`src/rtl/bresp_mux_2to1_pkg.sv`:
```
// Shared encodings for the write router return path: AXI BRESP codes and
// the slave port-select value stored per outstanding transaction.
package bresp_mux_2to1_pkg;

    typedef enum logic [1:0] {
        RESP_OKAY   = 2'b00,
        RESP_EXOKAY = 2'b01,
        RESP_SLVERR = 2'b10,
        RESP_DECERR = 2'b11
    } bresp_e;

    typedef enum logic {
        PORT_S1 = 1'b0,
        PORT_S2 = 1'b1
    } port_sel_e;

endpackage

```
`src/rtl/bresp_mux_2to1_sync_fifo_ptr.sv`:
```
// Generic DEPTH x W register FIFO with registered count; the head entry is
// read combinationally. A push into a full FIFO is accepted only alongside a pop.
module sync_fifo_ptr #(
    parameter int unsigned DEPTH = 4,
    parameter int unsigned W     = 5
) (
    input  logic                   clk,
    input  logic                   rst_n,
    input  logic                   push,
    input  logic [W-1:0]           push_data,
    input  logic                   pop,
    output logic [W-1:0]           head_data,
    output logic                   full,
    output logic                   empty,
    output logic [$clog2(DEPTH):0] count
);

    localparam int unsigned AW = $clog2(DEPTH);
    localparam int unsigned CW = AW + 1;

    logic [W-1:0]  mem [DEPTH];
    logic [AW-1:0] wr_ptr;
    logic [AW-1:0] rd_ptr;
    logic          push_ok;
    logic          pop_ok;

    assign full      = (count == CW'(DEPTH));
    assign empty     = (count == '0);
    assign pop_ok    = pop && !empty;
    assign push_ok   = push && (!full || pop_ok);
    assign head_data = mem[rd_ptr];

    // Pointers wrap naturally because DEPTH is a power of two.
    always_ff @(posedge clk) begin
        if (!rst_n) begin
            wr_ptr <= '0;
            rd_ptr <= '0;
            count  <= '0;
        end else begin
            if (push_ok) wr_ptr <= wr_ptr + AW'(1);
            if (pop_ok)  rd_ptr <= rd_ptr + AW'(1);
            if (push_ok && !pop_ok)      count <= count + CW'(1);
            else if (!push_ok && pop_ok) count <= count - CW'(1);
        end
    end

    always_ff @(posedge clk) begin
        if (push_ok) mem[wr_ptr] <= push_data;
    end

endmodule

```
`src/rtl/bresp_mux_2to1.sv`:
```
// B-channel return path of the 1-master / 2-slave write router: tracks AW
// handshakes in order and steers the head slave's response to the master.
module bresp_mux_2to1
    import bresp_mux_2to1_pkg::*;
#(
    parameter int unsigned DEPTH = 4,
    parameter int unsigned ID_W  = 4
) (
    input  logic                   aclk,
    input  logic                   areset,
    input  logic [ID_W-1:0]        awid_m,
    input  logic                   awvalid_s1,
    input  logic                   awready_s1,
    input  logic                   awvalid_s2,
    input  logic                   awready_s2,
    output logic                   aw_full,
    input  logic [ID_W-1:0]        bid_s1,
    input  logic [1:0]             bresp_s1,
    input  logic                   bvalid_s1,
    output logic                   bready_s1,
    input  logic [ID_W-1:0]        bid_s2,
    input  logic [1:0]             bresp_s2,
    input  logic                   bvalid_s2,
    output logic                   bready_s2,
    output logic [ID_W-1:0]        bid_m,
    output logic [1:0]             bresp_m,
    output logic                   bvalid_m,
    input  logic                   bready_m,
    output logic [$clog2(DEPTH):0] outstanding,
    output logic                   err
);

    localparam int unsigned EW = 1 + ID_W;

    logic                   aw_fire1;
    logic                   aw_fire2;
    logic                   push;
    logic                   pop;
    port_sel_e              push_port;
    logic [EW-1:0]          push_entry;
    logic [EW-1:0]          head_entry;
    port_sel_e              head_port;
    logic [ID_W-1:0]        head_id;
    logic                   fifo_full;
    logic                   fifo_empty;
    logic [$clog2(DEPTH):0] count;
    logic                   err_evt;

    assign aw_fire1   = awvalid_s1 & awready_s1;
    assign aw_fire2   = awvalid_s2 & awready_s2;
    assign push       = aw_fire1 | aw_fire2;
    // Slave 1 wins a same-cycle double handshake; the anomaly is flagged below.
    assign push_port  = aw_fire1 ? PORT_S1 : PORT_S2;
    assign push_entry = {push_port, awid_m};

    sync_fifo_ptr #(
        .DEPTH (DEPTH),
        .W     (EW)
    ) u_track (
        .clk       (aclk),
        .rst_n     (areset),
        .push      (push),
        .push_data (push_entry),
        .pop       (pop),
        .head_data (head_entry),
        .full      (fifo_full),
        .empty     (fifo_empty),
        .count     (count)
    );

    assign head_port   = port_sel_e'(head_entry[EW-1]);
    assign head_id     = head_entry[ID_W-1:0];
    assign aw_full     = fifo_full;
    assign outstanding = count;

    always_comb begin
        bvalid_m  = 1'b0;
        bid_m     = '0;
        bresp_m   = '0;
        bready_s1 = 1'b0;
        bready_s2 = 1'b0;
        if (!fifo_empty) begin
            if (head_port == PORT_S1) begin
                bvalid_m  = bvalid_s1;
                bid_m     = bid_s1;
                bresp_m   = bresp_s1;
                bready_s1 = bready_m;
            end else begin
                bvalid_m  = bvalid_s2;
                bid_m     = bid_s2;
                bresp_m   = bresp_s2;
                bready_s2 = bready_m;
            end
        end
    end

    assign pop = bvalid_m & bready_m;

    always_comb begin
        err_evt = 1'b0;
        if (aw_fire1 && aw_fire2)                   err_evt = 1'b1;
        if (push && fifo_full && !pop)              err_evt = 1'b1;
        if (fifo_empty && (bvalid_s1 || bvalid_s2)) err_evt = 1'b1;
        if (pop && (bid_m != head_id))              err_evt = 1'b1;
    end

    always_ff @(posedge aclk) begin
        if (!areset)      err <= 1'b0;
        else if (err_evt) err <= 1'b1;
    end

endmodule

```
`config.mk`:
```
export PLATFORM = sky130hd
export DESIGN_NAME = bresp_mux_2to1
export DESIGN_NICKNAME = d
export VERILOG_FILES = /design/src/rtl/bresp_mux_2to1_pkg.sv /design/src/rtl/bresp_mux_2to1_sync_fifo_ptr.sv /design/src/rtl/bresp_mux_2to1.sv
export SDC_FILE = /design/constraint.sdc
export NUM_CORES = 1
export LEC_CHECK = 0
export ABC_CLOCK_PERIOD_IN_PS = 3500
export CAP_MARGIN = 5
export CORE_MARGIN = 8
export CORE_UTILIZATION = 47
export DETAILED_ROUTE_END_ITERATION = 6
export GPL_TIMING_DRIVEN = 0
export PLACE_DENSITY = 0.78
export SYNTH_ARGS = -nofsm -noshare
export SYNTH_HDL_FRONTEND = slang
export SYNTH_SLANG_ARGS = --single-unit
```
`constraint.sdc`:
```
create_clock -name aclk -period 3.5 [get_ports aclk]
set_input_delay 0.7 -clock aclk [delete_from_list [all_inputs] [get_ports aclk]]
set_output_delay 0.7 -clock aclk [all_outputs]
set_load 0.1 [all_outputs]
```
; Word level (Yosys, flattened, before mapping)
; Memory sizes are Yosys's and may differ from the RTL's. A register that Yosys moved wholly into a read port is not among the register bits.
; Cells that the tools add are included.
[totals]
register_bits = 8
ram_bits = 20
inputBits = 25
output_inout_bits = 14
elab_cells = 54
mem_count = 1
[classes]
n_addsub = 4
n_eq_ne = 2
mux = 21
n_bitwise = 4
n_reduce_logical = 18
[memory_table]
columns = memory, depth, width, rd, rd_ports_with_merged_regs, wr, line_no
row1 = u_track.mem, 4, 5, 1, 1, 1, bresp_mux_2to1_sync_fifo_ptr.sv:21  ; logic [W-1:0] mem [DEPTH];
[op_table]
columns = cell, n
row1 = $mux 1, 13
row2 = $logic_and 1x1->1, 9
row3 = $mux 2, 4
row4 = $mux 4, 2
row5 = $mux 3, 2
row6 = $logic_not 1->1, 5
row7 = $add 2x1->2 const B, 2
row8 = $ne 4x4->1, 1
row9 = $add 3x1->3 const B, 1
row10 = $and 1x1->1, 3
row11 = $eq 3x3->1 const B, 1
row12 = $logic_not 3->1, 1
row13 = $sub 3x1->3 const B, 1
row14 = $logic_or 1x1->1, 2
row15 = $reduce_bool 2->1, 1
row16 = $or 1x1->1, 1

; Longest topological paths before layout
; Gate-level depths: netlist of run 1.
[logic_depth]
ltp_word = 10
mapped_depth = 13
mapped_depth_nobuf = 11

; Hierarchy
; A second synthesis of run 1 with hierarchy kept.
[unflattened]
cells_unflattened = 120
area_unflattened_um2 = 1525.2
[modules_own_cells]
columns = mod, instances, cells_per_inst, area_each_um2, seq_area_each_um2
row1 = sync_fifo_ptr, 1, 74, 1212.4, 780.7
row2 = bresp_mux_2to1, 1, 46, 312.8, 20.0

; Worst setup path after synthesis of run 1
; No wires, ideal clock.
[synth_path]
kind = register to register
from = register u_track.count[2]
to = register u_track.count[2]
setup_time_ps = 70
arrival_ps = 4872
required_time_ps = 3430
path_slack_ps = -1442
stages_incl_launch_ff = 9
n_path_buf = 0
period_less_slack_ps = 4942
path_cell_list = dfxtp_1 -> nor3b_1 -> a21oi_4 -> ha_1 -> inv_1 -> fa_1 -> xor2_1 -> or3_1 -> a21boi_1
[synth_between]
word_cells_on_any_way = 18
cone_classes = add/sub (2) / eq/ne (1) / mux (3) / bitwise (1) / reduce/logical (11)
[synth_rtl]
columns = element, line_no
row1 = "start, declared", bresp_mux_2to1_sync_fifo_ptr.sv:15  ; output logic [$clog2(DEPTH):0] count
row2 = "start signal, assigned", bresp_mux_2to1_sync_fifo_ptr.sv:42  ; if (push_ok && !pop_ok) count <= count + CW'(1);
row3 = "start signal, assigned", bresp_mux_2to1_sync_fifo_ptr.sv:43  ; else if (!push_ok && pop_ok) count <= count - CW'(1);
row4 = $eq 3x3->1 (*), bresp_mux_2to1_sync_fifo_ptr.sv:27  ; assign full = (count == CW'(DEPTH));
row5 = named net aw_full, bresp_mux_2to1.sv:16  ; output logic aw_full,
row6 = $logic_not 1->1 (*), bresp_mux_2to1_sync_fifo_ptr.sv:30  ; assign push_ok = push && (!full || pop_ok);
row7 = $logic_or 1x1->1 (*), bresp_mux_2to1_sync_fifo_ptr.sv:30
row8 = $logic_and 1x1->1 (*), bresp_mux_2to1_sync_fifo_ptr.sv:30
row9 = named net u_track.push_ok, bresp_mux_2to1_sync_fifo_ptr.sv:24  ; logic push_ok;
row10 = $logic_not 1->1, bresp_mux_2to1_sync_fifo_ptr.sv:43
row11 = $logic_and 1x1->1, bresp_mux_2to1_sync_fifo_ptr.sv:43
row12 = $reduce_bool 2->1 (no source line), n/a
; The timed path passes the listed nets; every way through them passes the cells marked *. The select of a mux whose other input is x is not followed.
; A chain may end at the register's enable or synchronous reset.

==> results.json, run 1 <==
{
  "status": "complete, no violations",
  "clk_pin_slew_ns": 0.09,
  "ant_nets": 0,
  "grt_pass1_vias": 1039,
  "holdCritPathClass": "reg -> reg",
  "relSlewSlack": 0.349,
  "fin_tns_setup_ns": 0,
  "area_delta_synth_final_pct": 32.5,
  "cts_max_path_buffers": 2,
  "gr-total-overflow": 0,
  "die_y_microns": 71.7,
  "cts.sinks": 30,
  "syn_inst": 104,
  "crit_type": "reg -> out",
  "endpoint_kind": "output port",
  "grt_pass1_wl_microns": 4910,
  "dp_hpwl_microns": 2350,
  "numCtsBuffers": 5,
  "yosysSeqAreaShare": 0.549,
  "n_fill_cell": 228,
  "drt-total-wl_microns": 2910,
  "postCtsSetupBuffers": 0,
  "fin_nets": 180,
  "drive_gt1_frac": 0.0933,
  "gpl.final_weighted_congestion": 0.758,
  "die_area_sq_mm": 0.00514,
  "worstPathRequired_ns": 2.80,
  "synthArstFlopShare": 0,
  "rsz0062_at_grt": "no",
  "setup.worst_path.start_class": "flop",
  "m1WireLength_microns": 1200,
  "grt.total_usage": 0.124,
  "finalMaxSlewViolations": 0,
  "rows": 20,
  "synth_area_sq_mm": 0.00146,
  "antenna_found_initial": 0,
  "vias_per_cell": 5.19,
  "met3_length_microns": 277,
  "finalHoldViolCount": 0,
  "synth_edf_count": 20,
  "yosysWarnings": 0,
  "clkLatencyLatePin_ns": 0.32,
  "port_buffers": 38,
  "grt_max_degree": 10,
  "cts_tree": "yes",
  "cp_max_fo": 9,
  "htreeDepth": 2,
  "drtPass1Iterations": 4,
  "route.detailed.drc": 0,
  "clock_skew_ns": 0.00404,
  "synth.distinct_cells": 29,
  "wl_met2_microns": 1380,
  "core_sq_mm": 0.00300,
  "maxClockFrequency_ghz": 0.296,
  "start_util": 0.485,
  "worstPathArrival_ns": 2.68,
  "drv_cap": 0,
  "avgSynthCellArea_sq_um": 14.0,
  "ioPinCount": 39,
  "cts_root_buffer": "clkbuf_4",
  "vias": 949,
  "worst-slew-pin-transition_ns": 0.973,
  "highest_layer": "met4",
  "min_period_ns": 3.38,
  "first_iter_violations": 35,
  "synth_top_flop_cell": "edfxtp_1",
  "reg2reg_slack_ns": 0.38,
  "setup_viol": 0,
  "detail_route.wl_per_cell_microns": 15.9,
  "diodes": 0,
  "fin_area_sq_mm": 0.00193,
  "finalCritPeriodShare": 0.966,
  "syn_nets": 135,
  "synth_seq_cells": 30,
  "die_w_microns": 71.7,
  "place_area_sq_mm": 0.00189
}
==> kinds of logic (layout without fill, tap and decap cells) <==
family                     after synthesis  in the layout  synth area share
and+or+nand+nor                         31             31             0.121
AOI/OAI and AO/OA                        8              8            0.0438
DFF                                     30             30             0.549
adders and majority gates                6              6            0.0567
muxes                                   14             14             0.149
xor gates and xnor gates                 9              9            0.0541
buffers and inverters                    6             52            0.0257
==> registers in the layout, summed over array words and instances, names as in the netlist, named ones only <==
register	flops
u_track.rd_ptr	2
u_track.wr_ptr	2
u_track.mem	20
err	1
u_track.count	3
==> layout by cell type (no fill, tap or decap), types with 2 or more instances in the layout <==
cell type	n
clkdlybuf4s50_1	31
edfxtp_1	20
dfxtp_1	10
mux2i_1	9
and2_1	9
nor2_1	8
dlygate4sd2_1	7
xor2_1	5
ha_1	5
clkbuf_4	5
xnor2_1	4
mux4_1	4
inv_1	3
nand2_1	3
o21ai_0	3
buf_6	2
or3_1	2
a41oi_1	2
nor2b_1	2
==> Yosys cell counts, types with 2 or more instances <==
library cell	number	area share
or3_1	2	0.0086
nand2_1	3	0.0077
nor2_1	8	0.021
mux2i_1	9	0.062
o21ai_0	3	0.010
xnor2_1	4	0.024
dfxtp_1	10	0.14
mux4_1	4	0.072
nor2b_1	2	0.0086
edfxtp_1	20	0.41
ha_1	5	0.043
and2_1	9	0.039
a41oi_1	2	0.012
xor2_1	5	0.030
inv_1	3	0.0077
buf_6	2	0.015
==> critical path, cell delays in order, from the launching register on <==
cell             delay (ns)
dfxtp_1                0.33
buf_6                  0.13
mux4_2                 0.51
buf_6                  0.17
nor2_1                 0.10
clkdlybuf4s50_1        1.14
==> per-layer routing <==
| layer | vias to the layer above | GRT usage |
|---|---|---|
| li1 | 470 | - |
| met1 | 438 | 0.130 |
| met5 | - | 0 |
| met2 | 36 | 0.203 |
| met3 | 5 | 0.0530 |
| met4 | 0 | 0.0748 |
==> area by class of cell <==
cell class	count	area, sq um	area share
Buffer	2	22.5	0.0117
Clock buffer	6	41.3	0.0214
Clock inverter	2	8.76	0.00453
Inverter	4	15.0	0.00777
Multi-Input combinational cell	68	631	0.326
Sequential cell	30	801	0.415
Tap cell	33	41.3	0.0214
Timing Repair Buffer	38	372	0.192
==> through the flow <==
step	util	instances	setup slack [ns]	hold slack, ns
5_1_grt	0.643	183	0.0668	0.622
2_1_floorplan	-	104	0.125	0.528
4_1_cts	0.643	183	0.0790	0.580
6_report	0.643	183	0.119	0.575
3_5_place_dp	0.630	175	0.231	0.566
3_3_place_gp	0.630	175	0.243	0.548
==> worst paths after layout <==
path                                        start           endpoint  depth (start not counted)
worst max-delay path                         flop          bready_s1                          5
worst min-delay path            u_track.wr_ptr[1]  u_track.wr_ptr[1]                          2
worst max register to register               flop   u_track.count[2]                         13
worst min register to register  u_track.wr_ptr[1]  u_track.wr_ptr[1]                          2
==> timing repair <==
action,in CTS,in global routing
hold buffers,0,0
resized for setup,7,0
endpoints found under the setup margin,7,0
Power of run 1 is not shown: default switching activity piles up to over one toggle a cycle in this logic, so the estimate is an artifact.
==> run 2: changes to the inputs <==
--- a/config.mk
+++ b/config.mk
@@ -7,6 +7,7 @@
 export LEC_CHECK = 0
 export ABC_CLOCK_PERIOD_IN_PS = 3500
 export CAP_MARGIN = 5
+export CORE_ASPECT_RATIO = 1.5
 export CORE_MARGIN = 8
 export CORE_UTILIZATION = 47
 export DETAILED_ROUTE_END_ITERATION = 6
==> results.json, run 2 (synthesized netlist as in run 1, its figures left out) <==
{
  "fin_tns_setup_ns": 0,
  "vias": 976,
  "drtPass1Iterations": 4,
  "die_w_microns": 61.5,
  "diodes": 0,
  "first_iter_violations": 14,
  "rsz0062_at_grt": "no",
  "top_register": "u_track.mem",
  "grt.total_usage": 0.129,
  "worstPathArrival_ns": 2.68,
  "antenna_found_initial": 0,
  "worst-slew-pin-transition_ns": 0.998,
  "dp_hpwl_microns": 2560,
  "gpl.final_weighted_congestion": 0.807,
  "port_buffers": 38,
  "die_y_microns": 84.2,
  "cts_max_path_buffers": 2,
  "n_fill_cell": 262,
  "grt_pass1_vias": 1043,
  "finalHoldViolCount": 0,
  "cts_root_buffer": "clkbuf_8",
  "maxClockFrequency_ghz": 0.295,
  "setup_viol": 0,
  "gr-total-overflow": 0,
  "reg_top3": "u_track.mem x20, u_track.count x3",
  "largest_reg_flops": 20,
  "htreeDepth": 2,
  "vias_per_cell": 5.14,
  "rows": 25,
  "drive_gt1_frac": 0.0933,
  "ant_nets": 0,
  "cts_tree": "yes",
  "start_util": 0.476,
  "clk_pin_slew_ns": 0.06,
  "numCtsBuffers": 5,
  "status": "complete, no violations",
  "core_sq_mm": 0.00307,
  "fin_nets": 180,
  "clkLatencyLatePin_ns": 0.28,
  "holdCritPathClass": "reg -> reg",
  "cts.sinks": 30,
  "ioPinCount": 39,
  "die_area_sq_mm": 0.00518,
  "finalCritPeriodShare": 0.967,
  "relSlewSlack": 0.333,
  "area_delta_synth_final_pct": 35.8,
  "finalMaxSlewViolations": 0,
  "mostFrequentLayoutCell": "clkdlybuf4s50_1",
  "drt-total-wl_microns": 3130,
  "reg2reg_slack_ns": 0.38,
  "clock_skew_ns": 0.00504,
  "setup.worst_path.start_class": "flop",
  "endpoint_kind": "output port",
  "grt_max_degree": 10,
  "crit_type": "reg -> out",
  "final_core_util": 0.646,
  "worstPathRequired_ns": 2.80,
  "cp_max_fo": 9,
  "drv_cap": 0,
  "postCtsSetupBuffers": 0,
  "min_period_ns": 3.38,
  "grt_pass1_wl_microns": 4960,
  "ctsHoldBuffers": 0,
  "route.detailed.drc": 0,
  "detail_route.wl_per_cell_microns": 16.5,
  "mostFrequentLayoutCells": "clkdlybuf4s50_1, edfxtp_1, dfxtp_1"
}
-- run 2: stage by stage --
step | hold slack, ns | area (sq um) | setup WS [ns] | cells
after floorplan | 0.528 | 1470 | 0.125 | 104
after global placement | 0.544 | 1900 | 0.254 | 182
after detailed placement | 0.562 | 1900 | 0.209 | 182
after CTS | 0.572 | 1970 | 0.0334 | 190
after global routing | 0.628 | 1980 | 0.0511 | 190
final | 0.569 | 1980 | 0.116 | 190
-- run 2: worst paths after layout --
check | startpoint | to | depth (start not counted)
max | flop | bready_s1 | 5
min | u_track.count[2] | u_track.count[2] | 2
max reg2reg | flop | u_track.count[2] | 13
min reg2reg | u_track.count[2] | u_track.count[2] | 2
-- run 2: area by class of cell --
cell class | instances | area (sq um) | area share
Clock buffer | 6 | 72.6 | 0.0367
Buffer | 2 | 22.5 | 0.0114
Tap cell | 40 | 50.0 | 0.0253
Multi-Input combinational cell | 68 | 631 | 0.319
Clock inverter | 2 | 8.76 | 0.00442
Inverter | 4 | 15.0 | 0.00759
Sequential cell | 30 | 801 | 0.405
Timing Repair Buffer | 38 | 379 | 0.192
-- run 2: critical path: stages, from the launching register on --
cell	delay (ns)
dfxtp_1	0.33
buf_6	0.13
mux4_2	0.50
buf_6	0.16
nor2_1	0.12
clkdlybuf4s50_1	1.16
-- run 2: what timing repair did --
action | 4_1_cts | 5_1_grt
setup endpoints to repair | 5 | 2
gates resized for setup | 5 | 2
hold endpoints to repair | 0 | 0
-- run 2: routing by layer --
metal,up-vias,share of wire,GRT usage
li1,473,-,-
met4,0,0.019,0.0500
met3,6,0.090,0.0474
met2,38,0.51,0.232
met1,459,0.38,0.123
met5,-,0,0
Power of run 2 is left out for the same reason.
